[src/rtl/nmr_pkg.sv]
// nmr_pkg: writer state encoding and status-word layout shared with the sequencer and PS driver
package nmr_pkg;
  typedef enum logic [1:0] {IDLE, WAIT_TRIG, CAPTURE, DONE} writer_state_t;
  localparam int STS_DONE_BIT  = 31;
  localparam int STS_CLAMP_BIT = 30;
  localparam int STS_CNT_W     = 30;
endpackage

[src/rtl/nmr_sample_writer.sv]
// nmr_sample_writer: stores decimated ADC samples into acquisition BRAM after a trigger edge
module nmr_sample_writer
  import nmr_pkg::*;
#(
  parameter int ADDR_W = 16,
  parameter int DATA_W = 32
) (
  input  logic              clk,
  input  logic              rst_n,
  input  logic              arm,
  input  logic              trig,
  input  logic [31:0]       cfg_nb_samples,
  input  logic [15:0]       cfg_decim,
  input  logic [DATA_W-1:0] s_axis_tdata,
  input  logic              s_axis_tvalid,
  output logic              s_axis_tready,
  output logic [ADDR_W-1:0] bram_addr,
  output logic [DATA_W-1:0] bram_wdata,
  output logic              bram_en,
  output logic              bram_we,
  output logic [31:0]       sts,
  output logic              done
);
  localparam int CW = ADDR_W + 1;
  localparam logic [32:0] CAP = 33'(1) << ADDR_W;

  writer_state_t state;
  logic          trig_q;
  logic          clamped;
  logic [CW-1:0] cnt;
  logic [CW-1:0] target;
  logic [15:0]   dcnt;
  logic [15:0]   decim;
  logic [32:0]   nb_ext;
  logic          trig_rise;
  logic          last;
  logic          take;

  assign s_axis_tready = 1'b1;
  assign nb_ext        = {1'b0, cfg_nb_samples};
  assign trig_rise     = trig & ~trig_q;
  assign last          = cnt == target;
  assign take          = arm && state == CAPTURE && !last && s_axis_tvalid && dcnt == '0;

  assign sts[STS_DONE_BIT]    = done;
  assign sts[STS_CLAMP_BIT]   = clamped;
  assign sts[STS_CNT_W-1:0]   = STS_CNT_W'(cnt);

  // Sequencer-controlled capture FSM with inline trigger edge detect, decimation and write pipeline
  always_ff @(posedge clk or negedge rst_n) begin
    if (!rst_n) begin
      state      <= IDLE;
      trig_q     <= 1'b0;
      clamped    <= 1'b0;
      cnt        <= '0;
      target     <= '0;
      dcnt       <= '0;
      decim      <= '0;
      done       <= 1'b0;
      bram_en    <= 1'b0;
      bram_we    <= 1'b0;
      bram_addr  <= '0;
      bram_wdata <= '0;
    end else begin
      trig_q  <= trig;
      bram_en <= take;
      bram_we <= take;
      if (take) begin
        bram_addr  <= cnt[ADDR_W-1:0];
        bram_wdata <= s_axis_tdata;
      end
      if (!arm) begin
        state   <= IDLE;
        clamped <= 1'b0;
        cnt     <= '0;
        target  <= '0;
        dcnt    <= '0;
        decim   <= '0;
        done    <= 1'b0;
      end else begin
        case (state)
          IDLE: state <= WAIT_TRIG;
          WAIT_TRIG: if (trig_rise) begin
            clamped <= nb_ext > CAP;
            target  <= nb_ext > CAP ? CAP[CW-1:0] : cfg_nb_samples[CW-1:0];
            decim   <= cfg_decim;
            dcnt    <= '0;
            state   <= cfg_nb_samples == '0 ? DONE : CAPTURE;
            done    <= cfg_nb_samples == '0;
          end
          CAPTURE: if (last) begin
            state <= DONE;
            done  <= 1'b1;
          end else if (s_axis_tvalid) begin
            dcnt <= dcnt == decim ? '0 : dcnt + 16'd1;
            if (take) cnt <= cnt + CW'(1);
          end
          DONE: state <= DONE;
          default: state <= IDLE;
        endcase
      end
    end
  end
endmodule

[config.mk]
export PLATFORM = sky130hd
export DESIGN_NAME = nmr_sample_writer
export DESIGN_NICKNAME = d
export VERILOG_FILES = /design/src/rtl/nmr_pkg.sv /design/src/rtl/nmr_sample_writer.sv
export SDC_FILE = /design/constraint.sdc
export NUM_CORES = 1
export LEC_CHECK = 0
export CORE_ASPECT_RATIO = 1.2
export CORE_UTILIZATION = 48
export CTS_CLUSTER_DIAMETER = 80
export DETAILED_ROUTE_END_ITERATION = 10
export PLACE_DENSITY_LB_ADDON = 0.1
export SYNTH_ARGS = -nofsm -noshare
export SYNTH_HDL_FRONTEND = slang
export SYNTH_SLANG_ARGS = --single-unit
[constraint.sdc]
create_clock -name clk -period 2.8 [get_ports clk]
set_input_delay 0.42 -clock clk [delete_from_list [all_inputs] [get_ports clk]]
set_output_delay 0.42 -clock clk [all_outputs]
set_load 0.005 [all_outputs]
==> implementation parameters, run 1 <==
Parameter                              Value

Run status
  Status ... completed

CTS
  Number of H-tree branching levels ... 4
  Clock Latency Late Sink ... 0.41 ns
  Post-CTS Repair Setup Buffers ... 0
  Cts hold-fix bufs ... 0
  Library cell used as clock root buffer ... clkbuf_16
  Number of cells upsized or downsized after cts ... 0
  Clock transition at path regs ... 0.05 ns
  Total CTS buffers ... 17
  Clock net sink count ... 120
  CTS tree ... done
  Maximum clock path buffer count ... 2

Yosys
  Top post-synthesis cells by count ... 120 x dfrtp_1, 50 x nand2_1, 48 x mux2_2
  Average instance area after synthesis ... 10.9 sq um
  Number of flip-flops and latches in the synthesized netlist ... 120
  Largest family of logic cells by synthesized area ... simple AND/OR/NAND/NOR gates
  Yosys warns ... 0
  Gate count after technology mapping ... 536
  Xor/xnor cell area share of the yosys netlist ... 5.25%
  Number of flops mapped to enable cells by yosys ... 0
  Proportion of synthesized area in mux cells ... 9.76%
  Most instantiated library cell after synthesis ... dfrtp_1
  Yosys top cell area share ... 51.4%
  Post-synthesis sequential area ratio ... 51.4%
  Distinct cell type count of the synthesized netlist ... 49
  Share of synthesized flip-flops with an asynchronous set or reset ... 100%
  Most common flop cell mapped by yosys ... dfrtp_1
  Leading area contributor after synthesis ... dfrtp_1
  Top area cells in the synthesized netlist ... dfrtp_1 51%, mux2_2 9.3%, nand2_1 3.2%
  Synth Area in Simple Gates ... 15.5%
  Post-synthesis cell area ... 5840 sq um
  Post-synthesis compound-gate area fraction ... 10.5%
  Synth Area in Adders ... 0.642%

Detailed routing
  Remaining number of nets flagged by the antenna check after routing ... 0
  Routed wire length ... 13500 microns
  Count of routing violations after the opening detailed-route iteration ... 379
  DRC Markers ... 0
  Routed wirelength normalized by instance count ... 15.9 microns
  First drt pass iteration count ... 4
  Detailed-route vias per instance ... 5.48
  Vias after detailed routing ... 4676

STA
  Final hold slack ... 0.0703 ns
  Relative slew margins ... 50.4%
  Number of failing hold endpoints at the final stage ... 0
  Number of max-slew violations in the final report ... 0
  Post-route fraction of the period consumed by the critical path ... 87.9%
  Setup repair after global routing missed its margin ... no
  Transition time at the pin with the least slew margin ... 0.744 ns
  Final TNS setup ... 0 ns
  Clock period minus worst slack ... 2.46 ns
  Final worst clock skew ... 0.00615 ns
  Final worst-path setup slack ... 0.339 ns
  Highest achievable clock rate ... 0.406 GHz
  Endpoints failing setup ... 0

Placed design
  Count of input and output buffers ... 154
  Area after detailed placement ... 7400 sq um
  Hpwl dp ... 9670 microns
  Gp weighted congestion ... 0.825
  Setup Slack @ Placement ... 0.360 ns

Run
  Max Cap Viol ... 0

Power
  Sequential share of power ... 43.3%
  Logic gate share of total power ... 8.0%
  Switching component of the power ... 0.882 mW
  Power Dens Cells ... 520 nW/um^2
  Clock share of power ... 48.7%
  Peak supply drop ... 453 uV
  Total internal power ... 3.25 mW
  Total design power ... 4.13 mW
  Leakage power ... 3.50 nW
  Switching Share ... 21.4%

Floorplan
  Effective utilization at floorplan ... 49.8%
  Die height ... 123 microns
  Core area ... 11700 sq um
  Die outline area ... 12600 sq um
  I/O pins ... 169
  Die X-Extent ... 103 microns
  Rows ... 43

Global routing
  Pin count of the biggest net entering global routing ... 121
  Remaining Overflow, GRT ... 0
  Antenna violations before repair ... 0
  Number of global-route vias before repair ... 4487
  Total track usage ... 22.6%
  Wire length of the first global-routing pass ... 21900 microns

Critical path
  Max FO, Critical Path ... 38
  CP Data Required Time ... 3.08 ns
  Worst setup path category ... register to register
  Worst setup EP type ... register
  Worst endpoint data arrival time ... 2.75 ns
  CP startpoint kind ... register

Final layout
  Fraction of layout instances using a drive strength above 1 ... 14.3%
  Ant. Diodes ... 0
  Area growth from synthesis to layout ... 36.0%
  Cell area after layout ... 7940 sq um
  Final layout net count ... 773

Hold path
  Type of the most critical hold path ... primary input to async pin
path summary, 6_finish.rpt:
check	cells after the start	endpoint	slack (ns)	start
max	6	bram_wdata[30]	0.34	cnt[9]
min	2	bram_wdata[29]	0.07	rst_n
max reg2reg	6	bram_wdata[30]	0.34	cnt[9]
min reg2reg	1	bram_wdata[24]	0.50	bram_wdata[24]
max in group asynchronous	2	target[0]	2.20	rst_n
min in group clk	1	bram_wdata[24]	0.50	bram_wdata[24]
stage by stage:
step / cells / utilization, %
2_1_floorplan: 548 / -
3_3_place_gp: 823 / 63.1
3_5_place_dp: 823 / 63.1
4_1_cts: 854 / 67.7
5_1_grt: 854 / 67.7
6_report: 854 / 67.7
sequential cells by signal, summed over array words and instances, names as in the netlist:
| signal | flops |
|---|---|
| bram_wdata | 32 |
| cnt | 17 |
| bram_addr | 16 |
| dcnt | 16 |
| trig_q | 1 |
| decim | 16 |
| target | 17 |
| clamped | 1 |
| done | 1 |
| state | 2 |
| bram_we | 1 |
critical path, cell delays in order, from the launching register on:
cell	delay [ns]
dfrtp_1	0.49
xor2_1	0.21
nor4_1	0.31
nand3_1	0.29
o211ai_4	0.39
buf_12	0.27
mux2_2	0.37
final cells by class:
class,instances,area [sq um]
timing repair buffer,166,1650
sequential,120,3000
multi-input combinational,365,2490
tap,157,196
inverter,15,56.3
clock buffer,21,440
fill,942,3780
clock inverter,10,105
cells in the final DEF, fill, tap and decap left out, types with 4 or more instances in the layout:
cell type        netlist  final
clkbuf_16              0     17
xnor2_1               18     18
and3_1                 6      6
nand3_1               15     15
conb_1                 2     14
o21ai_0               16     16
a21oi_1               31     31
inv_1                 14     14
xor2_1                17     17
clkbuf_1              11      4
mux2_2                48     48
clkinv_2               0      6
a22o_1                16     16
a41oi_1                5      5
nor4_1                14     14
nor3_1                12     11
nor2_1                19     19
nand4_1               24     24
clkdlybuf4s50_1        0    153
dfrtp_1              120    120
buf_4                 19     11
or3_1                 12     12
o211ai_1               9      9
a31oi_1                7      7
nand2_1               50     50
layer usage:
layer	vias up	GRT usage (%)	share of wire (%)
met3	18	5.98	6.6
met5	-	0	0
li1	2201	-	-
met2	169	35.1	47
met4	0	7.77	1.4
met1	2288	30.5	45
power by group through the flow:
stage	clock network (mW)	registers, mW	logic [mW]
CTS	2.05	1.79	0.335
finish	2.01	1.79	0.331
detailed placement	0	1.82	0.334
floorplan	0	1.82	0.116
global route	2.14	1.79	0.364
global placement	0	1.81	0.328
kinds of logic after synthesis:
kind of cell,after synthesis
multiplexers,51
adder cells (fa/ha/maj),3
AND/OR/NAND/NOR,169
flip-flops,120
AO/OA/AOI/OAI,93
XOR/XNOR,35
buffers and inverters,63
other,2
Power figures use the tool's default switching activity.
==> run 2, diff against run 1 <==
--- a/config.mk
+++ b/config.mk
@@ -9,6 +9,7 @@
 export CORE_UTILIZATION = 48
 export CTS_CLUSTER_DIAMETER = 80
 export DETAILED_ROUTE_END_ITERATION = 10
+export GPL_TIMING_DRIVEN = 0
 export PLACE_DENSITY_LB_ADDON = 0.1
 export SYNTH_ARGS = -nofsm -noshare
 export SYNTH_HDL_FRONTEND = slang
==> run 2 against run 1 <==
Combinational power increased by 6.3%; register-to-register slack improved by 0.03 ns; clock power increased by 2%; critical path depth increased by 1; largest power group unchanged.
==> implementation parameters, run 2 (synthesis results as in run 1) <==
Parameter                              Value

Run status
  Status ... completed

Final layout
  Fraction of layout instances using a drive strength above 1 ... 17.3%
  Register area ... 3000 sq um
  Final layout net count ... 810
  Fill count ... 931
  Area growth from synthesis to layout ... 40.6%
  Register with the most flip-flops ... bram_wdata
  Ant. Diodes ... 0
  Area used by multi-input combinational logic ... 2480 sq um
  Largest register FFs ... 32
  Most frequent cells in the layout ... 152 x clkdlybuf4s50_1, 120 x dfrtp_1, 50 x nand2_1, 48 x mux2_2, 31 x a21oi_1
  Registers with the highest flip-flop counts ... bram_wdata x32, cnt x17, target x17
  Commonest non-fill, non-tap cell in the layout ... clkdlybuf4s50_1
  Cell area after layout ... 8220 sq um

Power
  Peak supply drop ... 468 uV
  Leakage power ... 3.66 nW
  Total design power ... 4.19 mW
  Power Dens Cells ... 510 nW/um^2

STA
  Final worst-path setup slack ... 0.365 ns
  Number of max-slew violations in the final report ... 0
  Relative slew margins ... 54.9%
  Final worst clock skew ... 0.00576 ns
  Clock period minus worst slack ... 2.44 ns
  Post-route fraction of the period consumed by the critical path ... 87.0%
  Final hold slack ... 0.417 ns
  Transition time at the pin with the least slew margin ... 0.673 ns
  Setup repair after global routing missed its margin ... no
  Highest achievable clock rate ... 0.411 GHz
  Number of failing hold endpoints at the final stage ... 0
  Endpoints failing setup ... 0

Detailed routing
  Detailed-route vias per instance ... 5.44
  First drt pass iteration count ... 5
  Count of routing violations after the opening detailed-route iteration ... 257
  DRC Markers ... 0
  Remaining number of nets flagged by the antenna check after routing ... 0
  Routed wire length ... 14600 microns
  Vias after detailed routing ... 4852
  Routed wirelength normalized by instance count ... 16.4 microns

Global routing
  Wire length of the first global-routing pass ... 23200 microns
  Number of global-route vias before repair ... 4764
  Total track usage ... 24.3%
  Remaining Overflow, GRT ... 0
  Antenna violations before repair ... 0
  Pin count of the biggest net entering global routing ... 103

Critical path
  CP delay by family, top ... simple AND/OR/NAND/NOR gates
  Max FO, Critical Path ... 10
  Critical path buffers and inverters ... 2
  Worst setup path category ... register to register
  Crit-path slowest cell ... o211ai_4
  Startpoint of the lowest-slack register-to-register path ... cnt[9]
  CP startpoint kind ... register
  Largest stage delay on the critical path ... 0.43 ns
  Worst endpoint data arrival time ... 2.73 ns
  Series of cell instances along the critical path ... buf_6 -> xor2_1 -> nor4_1 -> nand3_1 -> o211ai_4 -> buf_4 -> mux2_2
  CP Data Required Time ... 3.09 ns
  Register-to-register path setup slack ... 0.36 ns
  Launch point of the worst path ... cnt[9]
  Worst setup EP type ... register

CTS
  Total CTS buffers ... 17
  CTS tree ... done
  Clock Latency Late Sink ... 0.41 ns
  Clock net sink count ... 120
  Maximum clock path buffer count ... 2
  Clock transition at path regs ... 0.05 ns
  Post-CTS Repair Setup Buffers ... 0
  Number of H-tree branching levels ... 4
  Library cell used as clock root buffer ... clkbuf_16

Placed design
  Hpwl dp ... 10700 microns
  Count of input and output buffers ... 153
  Setup Slack @ Placement ... -0.0125 ns
  Gp weighted congestion ... 0.823
  Area after detailed placement ... 7640 sq um

Floorplan
  Die X-Extent ... 103 microns
  Die outline area ... 12600 sq um
  I/O pins ... 169
  Core area ... 11700 sq um
  Die height ... 123 microns
  Rows ... 43
  Effective utilization at floorplan ... 49.8%

Hold path
  Type of the most critical hold path ... primary input to async pin

Run
  Max Cap Viol ... 0
[run 2: layout make-up]
class                           count  area share (%)
Buffer                             48            4.20
Timing Repair Buffer              155            19.1
Tap cell                          157            2.39
Clock inverter                      8           0.853
Sequential cell                   120            36.5
Clock buffer                       24            5.98
Inverter                           15           0.685
Multi-Input combinational cell    365            30.2
[run 2: final timing paths]
kind | to | depth (start not counted)
worst min-delay path | bram_wdata[31] | 2
worst max-delay path | bram_wdata[3] | 7
max in group asynchronous | decim[7] | 3
worst min register to register | bram_wdata[16] | 1
worst max register to register | bram_wdata[3] | 7
min in group clk | dcnt[6] | 3
[run 2: where the power goes]
part / total [mW] / switching, mW / leakage, nW / internal [mW]
combinational: 0.352 / 0.149 / 1.72 / 0.203
clock: 2.05 / 0.750 / 0.276 / 1.31
sequential: 1.79 / 0.0187 / 1.66 / 1.77
[run 2: through the flow]
| step | TNS [ns] | utilization [%] | cells |
|---|---|---|---|
| after floorplan | 0 | - | 548 |
| after global placement | -388.53 | 64.9 | 858 |
| after detailed placement | -0.0215 | 65.2 | 859 |
| after CTS | 0 | 70.1 | 892 |
| after global routing | 0 | 70.1 | 892 |
| final | 0 | 70.1 | 892 |
[run 2: layer usage]
metal	share of wire [%]	global-route usage, %	wire length (microns)	vias to the layer above
li1	-	-	-	2296
met5	0	0	0	-
met2	49	39.4	7200	194
met1	42	31.4	6200	2342
met4	1.4	10.4	205	0
met3	6.8	5.01	998	20
[run 2: what timing repair did]
| action | in CTS | in global routing |
|---|---|---|
| hold buffers | 1 | 0 |
| resized for setup | 0 | 0 |
| endpoints found under the setup margin | 0 | 0 |
| hold endpoints to repair | 18 | 0 |
